$ cat config.mk
export PLATFORM = sky130hd
export DESIGN_NAME = vga_grid_timing_flat
export DESIGN_NICKNAME = d
export VERILOG_FILES = /design/src/rtl/vga_pkg.sv /design/src/rtl/vga_grid_timing_if.sv /design/src/rtl/vga_axis_counter.sv /design/src/rtl/vga_grid_timing.sv /design/src/flat_wrapper.sv
export SDC_FILE = /design/constraint.sdc
export NUM_CORES = 1
export LEC_CHECK = 0
export ABC_CLOCK_PERIOD_IN_PS = 4540
export BUFFER_PORTS_ARGS = -buffer_cell sky130_fd_sc_hd__buf_2
export CAP_MARGIN = 20
export CORE_UTILIZATION = 62
export DETAILED_ROUTE_END_ITERATION = 8
export PLACE_DENSITY = 0.82
export SYNTH_ARGS = -nofsm -noshare
export SYNTH_HDL_FRONTEND = slang
export SYNTH_SLANG_ARGS = --single-unit
$ cat constraint.sdc
create_clock -name clock -period 4.54 [get_ports clock]
set_input_delay 0.681 -clock clock [delete_from_list [all_inputs] [get_ports clock]]
set_output_delay 0.681 -clock clock [all_outputs]
set_load 0.02 [all_outputs]
$ cat src/rtl/vga_pkg.sv
// rtl/vga_pkg.sv - shared timing constants, colour type and total helpers for the VGA grid block
package vga_pkg;

    localparam int COORD_W = 16;

    // 640x480@60 from a 50 MHz board clock
    localparam int DEF_CLK_DIV  = 2;
    localparam int DEF_H_ACTIVE = 640;
    localparam int DEF_H_FP     = 16;
    localparam int DEF_H_SYNC   = 96;
    localparam int DEF_H_BP     = 48;
    localparam int DEF_V_ACTIVE = 480;
    localparam int DEF_V_FP     = 10;
    localparam int DEF_V_SYNC   = 2;
    localparam int DEF_V_BP     = 33;
    localparam int DEF_ROWS     = 8;
    localparam int DEF_COLS     = 8;
    localparam int DEF_COLOR_W  = 4;

    typedef struct packed {
        logic [DEF_COLOR_W-1:0] r;
        logic [DEF_COLOR_W-1:0] g;
        logic [DEF_COLOR_W-1:0] b;
    } rgb_t;

    function automatic int axis_total(input int active, input int fp, input int sync, input int bp);
        return active + fp + sync + bp;
    endfunction

    function automatic int h_total(input int active, input int fp, input int sync, input int bp);
        return axis_total(active, fp, sync, bp);
    endfunction

    function automatic int v_total(input int active, input int fp, input int sync, input int bp);
        return axis_total(active, fp, sync, bp);
    endfunction

    localparam int DEF_H_TOTAL = h_total(DEF_H_ACTIVE, DEF_H_FP, DEF_H_SYNC, DEF_H_BP);
    localparam int DEF_V_TOTAL = v_total(DEF_V_ACTIVE, DEF_V_FP, DEF_V_SYNC, DEF_V_BP);

endpackage

$ cat src/rtl/vga_grid_timing_if.sv
// rtl/vga_grid_timing_if.sv - pixel/cell bus between the timing generator and game logic / DAC
interface vga_grid_timing_if
    import vga_pkg::*;
#(
    parameter int COLOR_W = DEF_COLOR_W,
    parameter int ROWS    = DEF_ROWS,
    parameter int COLS    = DEF_COLS
) ();
    localparam int ROW_W = (ROWS > 1) ? $clog2(ROWS) : 1;
    localparam int COL_W = (COLS > 1) ? $clog2(COLS) : 1;

    logic [3*COLOR_W-1:0] cell_rgb;
    logic [ROW_W-1:0]     cell_row;
    logic [COL_W-1:0]     cell_col;
    logic [COORD_W-1:0]   px_x;
    logic [COORD_W-1:0]   px_y;
    logic                 pixel_tick;
    logic                 line_start;
    logic                 frame_start;
    logic                 h_sync;
    logic                 v_sync;
    logic                 blank_n;
    logic                 sync_n;
    logic [COLOR_W-1:0]   red;
    logic [COLOR_W-1:0]   green;
    logic [COLOR_W-1:0]   blue;

    modport master (
        input  cell_rgb,
        output cell_row, cell_col, px_x, px_y, pixel_tick, line_start, frame_start,
        output h_sync, v_sync, blank_n, sync_n, red, green, blue
    );

    modport slave (
        output cell_rgb,
        input  cell_row, cell_col, px_x, px_y, pixel_tick, line_start, frame_start,
        input  h_sync, v_sync, blank_n, sync_n, red, green, blue
    );

endinterface

$ cat src/rtl/vga_axis_counter.sv
// rtl/vga_axis_counter.sv - wrapping position counter for one axis with active/sync decode
module vga_axis_counter
    import vga_pkg::*;
#(
    parameter int ACTIVE = DEF_H_ACTIVE,
    parameter int FP     = DEF_H_FP,
    parameter int SYNC   = DEF_H_SYNC,
    parameter int BP     = DEF_H_BP
) (
    input  logic               clock,
    input  logic               reset_n,
    input  logic               step,
    output logic [COORD_W-1:0] count,
    output logic               active,
    output logic               sync,
    output logic               wrap
);
    localparam int TOTAL = axis_total(ACTIVE, FP, SYNC, BP);
    localparam logic [COORD_W-1:0] LAST    = COORD_W'(TOTAL - 1);
    localparam logic [COORD_W-1:0] ACT_END = COORD_W'(ACTIVE);
    localparam logic [COORD_W-1:0] SYNC_LO = COORD_W'(ACTIVE + FP);
    localparam logic [COORD_W-1:0] SYNC_HI = COORD_W'(ACTIVE + FP + SYNC);

    always_ff @(posedge clock) begin
        if (!reset_n) begin
            count <= '0;
        end else if (step) begin
            count <= wrap ? '0 : count + 1'b1;
        end
    end

    assign wrap   = (count == LAST);
    assign active = (count < ACT_END);
    assign sync   = (count >= SYNC_LO) && (count < SYNC_HI);

endmodule

$ cat src/rtl/vga_grid_timing.sv
// rtl/vga_grid_timing.sv - VGA timing generator with grid-cell addressing and registered RGB
module vga_grid_timing
    import vga_pkg::*;
#(
    parameter int                   CLK_DIV  = DEF_CLK_DIV,
    parameter int                   H_ACTIVE = DEF_H_ACTIVE,
    parameter int                   H_FP     = DEF_H_FP,
    parameter int                   H_SYNC   = DEF_H_SYNC,
    parameter int                   H_BP     = DEF_H_BP,
    parameter int                   V_ACTIVE = DEF_V_ACTIVE,
    parameter int                   V_FP     = DEF_V_FP,
    parameter int                   V_SYNC   = DEF_V_SYNC,
    parameter int                   V_BP     = DEF_V_BP,
    parameter bit                   SYNC_POL = 1'b0,
    parameter int                   ROWS     = DEF_ROWS,
    parameter int                   COLS     = DEF_COLS,
    parameter int                   COLOR_W  = DEF_COLOR_W,
    parameter bit                   GRID_EN  = 1'b1,
    parameter logic [3*COLOR_W-1:0] GRID_RGB = '0
) (
    input  logic              clock,
    input  logic              reset_n,
    input  logic              enable,
    vga_grid_timing_if.master vga
);
    localparam int ROW_W  = (ROWS > 1) ? $clog2(ROWS) : 1;
    localparam int COL_W  = (COLS > 1) ? $clog2(COLS) : 1;
    localparam int DIV_W  = (CLK_DIV > 1) ? $clog2(CLK_DIV) : 1;
    localparam int CELL_W = H_ACTIVE / COLS;
    localparam int CELL_H = V_ACTIVE / ROWS;
    localparam logic [DIV_W-1:0] DIV_LAST = DIV_W'(CLK_DIV - 1);

    if (H_ACTIVE % COLS != 0) begin : g_bad_cols
        $error("H_ACTIVE must be a multiple of COLS");
    end
    if (V_ACTIVE % ROWS != 0) begin : g_bad_rows
        $error("V_ACTIVE must be a multiple of ROWS");
    end
    if (CLK_DIV < 1 || CLK_DIV > 16) begin : g_bad_div
        $error("CLK_DIV must be in 1..16");
    end

    logic [DIV_W-1:0]     div;
    logic                 tick_q;
    logic                 step;
    logic [COORD_W-1:0]   px_x, px_y, nx, ny;
    logic                 h_active, h_in_sync, h_wrap;
    logic                 v_active, v_in_sync, v_wrap;
    logic [COORD_W-1:0]   col_sub, row_sub;
    logic [COL_W-1:0]     cell_col;
    logic [ROW_W-1:0]     cell_row;
    logic                 px_active, on_border;
    logic [3*COLOR_W-1:0] rgb_next, rgb_q;
    logic                 h_sync_q, v_sync_q, blank_q;

    // tick is registered so it is low in reset even when CLK_DIV is 1
    always_ff @(posedge clock) begin
        if (!reset_n) begin
            div    <= '0;
            tick_q <= 1'b0;
        end else if (enable) begin
            tick_q <= (div == DIV_LAST);
            div    <= (div == DIV_LAST) ? '0 : div + 1'b1;
        end else begin
            tick_q <= 1'b0;
        end
    end

    assign step = tick_q && enable;

    vga_axis_counter #(.ACTIVE(H_ACTIVE), .FP(H_FP), .SYNC(H_SYNC), .BP(H_BP)) u_h_counter (
        .clock  (clock),
        .reset_n(reset_n),
        .step   (step),
        .count  (px_x),
        .active (h_active),
        .sync   (h_in_sync),
        .wrap   (h_wrap)
    );

    vga_axis_counter #(.ACTIVE(V_ACTIVE), .FP(V_FP), .SYNC(V_SYNC), .BP(V_BP)) u_v_counter (
        .clock  (clock),
        .reset_n(reset_n),
        .step   (step && h_wrap),
        .count  (px_y),
        .active (v_active),
        .sync   (v_in_sync),
        .wrap   (v_wrap)
    );

    assign nx = h_wrap ? '0 : px_x + 1'b1;
    assign ny = h_wrap ? (v_wrap ? '0 : px_y + 1'b1) : px_y;

    // Cell address follows the counters; it only moves when the next pixel is visible
    always_ff @(posedge clock) begin
        if (!reset_n) begin
            cell_col <= '0;
            col_sub  <= '0;
            cell_row <= '0;
            row_sub  <= '0;
        end else if (step && nx < COORD_W'(H_ACTIVE) && ny < COORD_W'(V_ACTIVE)) begin
            if (nx == '0) begin
                cell_col <= '0;
                col_sub  <= '0;
            end else if (col_sub == COORD_W'(CELL_W - 1)) begin
                cell_col <= cell_col + 1'b1;
                col_sub  <= '0;
            end else begin
                col_sub <= col_sub + 1'b1;
            end
            if (h_wrap) begin
                if (ny == '0) begin
                    cell_row <= '0;
                    row_sub  <= '0;
                end else if (row_sub == COORD_W'(CELL_H - 1)) begin
                    cell_row <= cell_row + 1'b1;
                    row_sub  <= '0;
                end else begin
                    row_sub <= row_sub + 1'b1;
                end
            end
        end
    end

    assign px_active = h_active && v_active;
    assign on_border = (col_sub == '0) || (row_sub == '0);

    always_comb begin
        rgb_next = '0;
        if (px_active) begin
            rgb_next = (GRID_EN && on_border) ? GRID_RGB : vga.cell_rgb;
        end
    end

    always_ff @(posedge clock) begin
        if (!reset_n) begin
            h_sync_q <= ~SYNC_POL;
            v_sync_q <= ~SYNC_POL;
            blank_q  <= 1'b0;
            rgb_q    <= '0;
        end else if (!enable) begin
            blank_q <= 1'b0;
            rgb_q   <= '0;
        end else if (step) begin
            h_sync_q <= h_in_sync ? SYNC_POL : ~SYNC_POL;
            v_sync_q <= v_in_sync ? SYNC_POL : ~SYNC_POL;
            blank_q  <= px_active;
            rgb_q    <= rgb_next;
        end
    end

    assign vga.cell_row    = cell_row;
    assign vga.cell_col    = cell_col;
    assign vga.px_x        = px_x;
    assign vga.px_y        = px_y;
    assign vga.pixel_tick  = step;
    assign vga.line_start  = step && (px_x == '0);
    assign vga.frame_start = step && (px_x == '0) && (px_y == '0);
    assign vga.h_sync      = h_sync_q;
    assign vga.v_sync      = v_sync_q;
    assign vga.blank_n     = blank_q;
    assign vga.sync_n      = 1'b0;
    assign vga.red         = rgb_q[3*COLOR_W-1 -: COLOR_W];
    assign vga.green       = rgb_q[2*COLOR_W-1 -: COLOR_W];
    assign vga.blue        = rgb_q[COLOR_W-1:0];

endmodule
$ cat src/flat_wrapper.sv
// flat-port wrapper written by rule: the top's interface ports become plain ports
module vga_grid_timing_flat import vga_pkg::*;
#(
    parameter int                   CLK_DIV  = DEF_CLK_DIV,
    parameter int                   H_ACTIVE = DEF_H_ACTIVE,
    parameter int                   H_FP     = DEF_H_FP,
    parameter int                   H_SYNC   = DEF_H_SYNC,
    parameter int                   H_BP     = DEF_H_BP,
    parameter int                   V_ACTIVE = DEF_V_ACTIVE,
    parameter int                   V_FP     = DEF_V_FP,
    parameter int                   V_SYNC   = DEF_V_SYNC,
    parameter int                   V_BP     = DEF_V_BP,
    parameter bit                   SYNC_POL = 1'b0,
    parameter int                   ROWS     = DEF_ROWS,
    parameter int                   COLS     = DEF_COLS,
    parameter int                   COLOR_W  = DEF_COLOR_W,
    parameter bit                   GRID_EN  = 1'b1,
    parameter logic [3*COLOR_W-1:0] GRID_RGB = '0
)
  (clock, reset_n, enable, vga_cell_rgb, vga_cell_row, vga_cell_col, vga_px_x, vga_px_y, vga_pixel_tick, vga_line_start, vga_frame_start, vga_h_sync, vga_v_sync, vga_blank_n, vga_sync_n, vga_red, vga_green, vga_blue);
  vga_grid_timing_if #(.COLOR_W(COLOR_W), .ROWS(ROWS), .COLS(COLS)) vga_i ();
  input  logic clock;
  input  logic reset_n;
  input  logic enable;
  input wire logic [$bits(vga_i.cell_rgb)-1:0] vga_cell_rgb;
  output wire logic [$bits(vga_i.cell_row)-1:0] vga_cell_row;
  output wire logic [$bits(vga_i.cell_col)-1:0] vga_cell_col;
  output wire logic [$bits(vga_i.px_x)-1:0] vga_px_x;
  output wire logic [$bits(vga_i.px_y)-1:0] vga_px_y;
  output wire logic [$bits(vga_i.pixel_tick)-1:0] vga_pixel_tick;
  output wire logic [$bits(vga_i.line_start)-1:0] vga_line_start;
  output wire logic [$bits(vga_i.frame_start)-1:0] vga_frame_start;
  output wire logic [$bits(vga_i.h_sync)-1:0] vga_h_sync;
  output wire logic [$bits(vga_i.v_sync)-1:0] vga_v_sync;
  output wire logic [$bits(vga_i.blank_n)-1:0] vga_blank_n;
  output wire logic [$bits(vga_i.sync_n)-1:0] vga_sync_n;
  output wire logic [$bits(vga_i.red)-1:0] vga_red;
  output wire logic [$bits(vga_i.green)-1:0] vga_green;
  output wire logic [$bits(vga_i.blue)-1:0] vga_blue;
  assign vga_i.cell_rgb = vga_cell_rgb;
  assign vga_cell_row = vga_i.cell_row;
  assign vga_cell_col = vga_i.cell_col;
  assign vga_px_x = vga_i.px_x;
  assign vga_px_y = vga_i.px_y;
  assign vga_pixel_tick = vga_i.pixel_tick;
  assign vga_line_start = vga_i.line_start;
  assign vga_frame_start = vga_i.frame_start;
  assign vga_h_sync = vga_i.h_sync;
  assign vga_v_sync = vga_i.v_sync;
  assign vga_blank_n = vga_i.blank_n;
  assign vga_sync_n = vga_i.sync_n;
  assign vga_red = vga_i.red;
  assign vga_green = vga_i.green;
  assign vga_blue = vga_i.blue;
  vga_grid_timing #(.CLK_DIV(CLK_DIV), .H_ACTIVE(H_ACTIVE), .H_FP(H_FP), .H_SYNC(H_SYNC), .H_BP(H_BP), .V_ACTIVE(V_ACTIVE), .V_FP(V_FP), .V_SYNC(V_SYNC), .V_BP(V_BP), .SYNC_POL(SYNC_POL), .ROWS(ROWS), .COLS(COLS), .COLOR_W(COLOR_W), .GRID_EN(GRID_EN), .GRID_RGB(GRID_RGB)) u_core (.clock(clock), .reset_n(reset_n), .enable(enable), .vga(vga_i));
endmodule
==> flow_summary.toml <==
[critical_path]
cp_top_family = "simple AND/OR/NAND/NOR gates"
cp_slowest_stage_delay_ps = 690
crit_path_top_delay_cell = "or4_1"
end_kind = "register"
cp_cell_sequence = "ha_1 > and4_1 > nand4_1 > a2111oi_0 > o22ai_1 > nor3_1 > nand4_1 > or4_1 > a21oi_1"
cp.required_ps = 4830
crit_type = "reg -> reg"
start_kind = "register"
cp.arrival_ps = 4180
path_buf_inv = 0
critPathMostFrequentCell = "nand4_1"
cp_max_fo = 20

[timing]
tightest_slew_ps = 747
post-route-period-util_pct = 85.6
fin_worst_skew_ps = 14.0
slew_violations = 0
rsz0062_at_grt = "false"
fmax_mhz = 257
layout_min_cycle_time_ps = 3890
hold_viol_final = 0
fin_setup_tns_ps = 0
whs_ps = 487
setup_violations = 0
relSlewSlack_pct = 49.8

[synthesis]
seq_area_frac_synth_pct = 35.1
synth_top_area_share_pct = 35.1
ys_ff_latch = 87
synthArstFlopShare_pct = 0
ys.flop_type = "dfxtp_1"
synthTopCellsByArea = "dfxtp_1 35%, a21oi_1 5.0%, nor2_1 4.3%"
yosys.cell_types.count = 63
syn_area_per_cell_um2 = 7.85
ys_warn_count = 0
syn_nets = 659
synth_area_mm2 = 0.00497
synth_top_area_cell = "dfxtp_1"
synth_edf_count = 0
netlist_instances = 633

[routing]
firstDrtPassIters = 5
wl_per_cell_um = 16.5
vias_per_cell = 6.40
wl_mm = 13.0
drc_errors = 0
vias = 5034
first_iter_violations = 312
antenna_left = 0

[die]
coreArea_mm2 = 0.00773
rows = 32
initial_core_util_pct = 64.3
die_h_um = 91.5
io_pins = 72
die_w_um = 91.5
die-area_mm2 = 0.00837

[placed_design]
dp_hpwl_mm = 9.13
portBuffers = 70
place_inst = 770
place.gp.congestion = 0.951

[cts]
ctsResizeCount = 0
clockRootBuffer = "clkbuf_8"
cts_tree = "done"
post_cts_buffers = 0
cts.sinks = 87
h-tree-depth = 3
clock_latency_ps = 370
clk_path_buf_depth = 2
cts_buffers = 9
cts_hold_buf = 0
clkTransAtPathRegs_ps = 100

[layout]
ff_latch_area_mm2 = 0.00174
diodes = 0
layout.cells.non_filler = 786
drive_above_1_share_pct = 15.5
nNetsFinal = 705
num-fill-cells = 623
multi_input_area_mm2 = 0.00299
syn2layout_area_growth_pct = 11.1

[global_routing]
overflow = 0
grt_max_degree = 34
antenna_found_initial = 0
grt_use_total_pct = 31.5
grt_pass1_vias = 4655
grt_pass1_wl_mm = 21.4

[run_status]
status = "completed"

[run]
max_cap_violations = 0

[power_and_ir_drop]
vdd_drop_max_mv = 0.177
power_leakage_nw = 2.09
p_per_area_mw_per_mm2 = 251

[min_path]
hold_path.class = "reg -> reg"
==> power breakdown <==
| group | switching (mW) | total (mW) | internal, mW |
|---|---|---|---|
| registers | 0.00231 | 0.767 | 0.765 |
| clock network | 0.305 | 0.583 | 0.278 |
| logic | 0.0264 | 0.0376 | 0.0112 |
==> layout by cell type, fill, tap and decap left out, types with 2 or more instances in the layout <==
cell,instances
a211o_1,3
nand2b_1,4
o22ai_1,2
buf_2,70
nor3b_1,2
nor3_1,26
ha_1,11
and2_1,8
nand4b_1,6
o31ai_1,10
a2111oi_0,3
or4_1,9
nand3b_1,4
inv_6,2
nand3_1,34
xnor2_1,15
o311a_1,2
o21ai_0,36
dfxtp_1,87
buf_4,7
nor2_1,57
nand4_1,26
and3_1,19
nand2_1,51
a22oi_1,12
nor2b_1,2
o211ai_2,2
or2_2,4
a21oi_1,50
or3b_1,2
o21a_1,3
nor4_1,15
inv_1,12
or3_1,25
clkbuf_8,10
o2111ai_1,2
xor2_1,16
a211oi_1,3
and4_1,5
==> stage by stage <==
stage	area, um^2	worst slack, ps	util (%)	total power [mW]
6_report	5520	653	71.4	1.39
2_1_floorplan	4970	1470	-	0.807
5_1_grt	5520	366	71.4	1.43
3_3_place_gp	5310	955	68.7	0.821
4_1_cts	5520	689	71.4	1.39
3_5_place_dp	5310	711	68.7	0.822
==> area by class of cell <==
cell class                 instances  share of cell area [%]
tap                              102                    2.31
multi-input combinational        491                    54.1
sequential                        87                    31.6
clock buffer                      10                    2.49
inverter                          13                   0.884
timing repair buffer              77                    7.30
clock inverter                     6                    1.36
==> path summary, 6_finish.rpt <==
check,start,end,slack [ps],depth (start not counted)
max,u_core.u_h_counter.count[0],u_core.col_sub[15],650,9
min,u_core.vga.cell_col[1],u_core.vga.cell_col[1],490,2
max reg2reg,u_core.u_h_counter.count[0],u_core.col_sub[15],650,9
min reg2reg,u_core.vga.cell_col[1],u_core.vga.cell_col[1],490,2
==> sequential cells by signal (all words and copies together) (netlist names) <==
register                  flops
u_core.col_sub               16
u_core.div                    1
u_core.rgb_q                 12
u_core.row_sub               16
u_core.tick_q                 1
u_core.u_h_counter.count     16
u_core.u_v_counter.count     16
u_core.vga.blank_n            1
u_core.vga.cell_col           3
u_core.vga.cell_row           3
u_core.vga.h_sync             1
u_core.vga.v_sync             1
==> cell usage after synthesis, drive strengths merged (3+ instances only) <==
cell type and n:
o31ai 10, a211oi 3, or4 10, nand2b 4, or2 4, and2 9, o21a 3, o21ai 37
and4 5, nand4b 6, or3 25, nand4 26, clkbuf 24, nand3 34, xnor2 15, nor4 16
o22ai 3, nand2 51, dfxtp 87, xor2 16, a22oi 12, nand3b 4, ha 11, buf 18
a21oi 50, a211o 3, o211ai 3, inv 12, a2111oi 3, nor2 58, and3 19, nor3 26
==> kinds of logic (layout without fill, tap and decap cells) <==
family                     Yosys count  in the layout  share of synthesized area (%)
and+or+nand+nor                    307            307                           33.5
AOI/OAI and AO/OA                  140            140                           18.1
DFF                                 87             87                           35.1
buffers and inverters               55            106                           4.84
xor gates and xnor gates            31             31                           5.47
adders and majority gates           11             11                           2.77
other                                1              1                         0.0755
muxes                                1              1                          0.202
==> metal layers <==
layer  up-vias  track usage, %  part of all wire (%)
met2       245            50.6                    47
met4         0            15.2                   2.9
met1      2328            39.9                    42
met5         -               0                     0
met3        42            6.87                   7.8
li1       2419               -                     -
==> worst register-to-register path: stages (launching register included) <==
cell and delay [ps]:
dfxtp_1 460, ha_1 370, and4_1 350, nand4_1 120
a2111oi_0 410, o22ai_1 160, nor3_1 460, nand4_1 630
or4_1 690, a21oi_1 150
No activity file was read; power rests on OpenSTA's default activity.
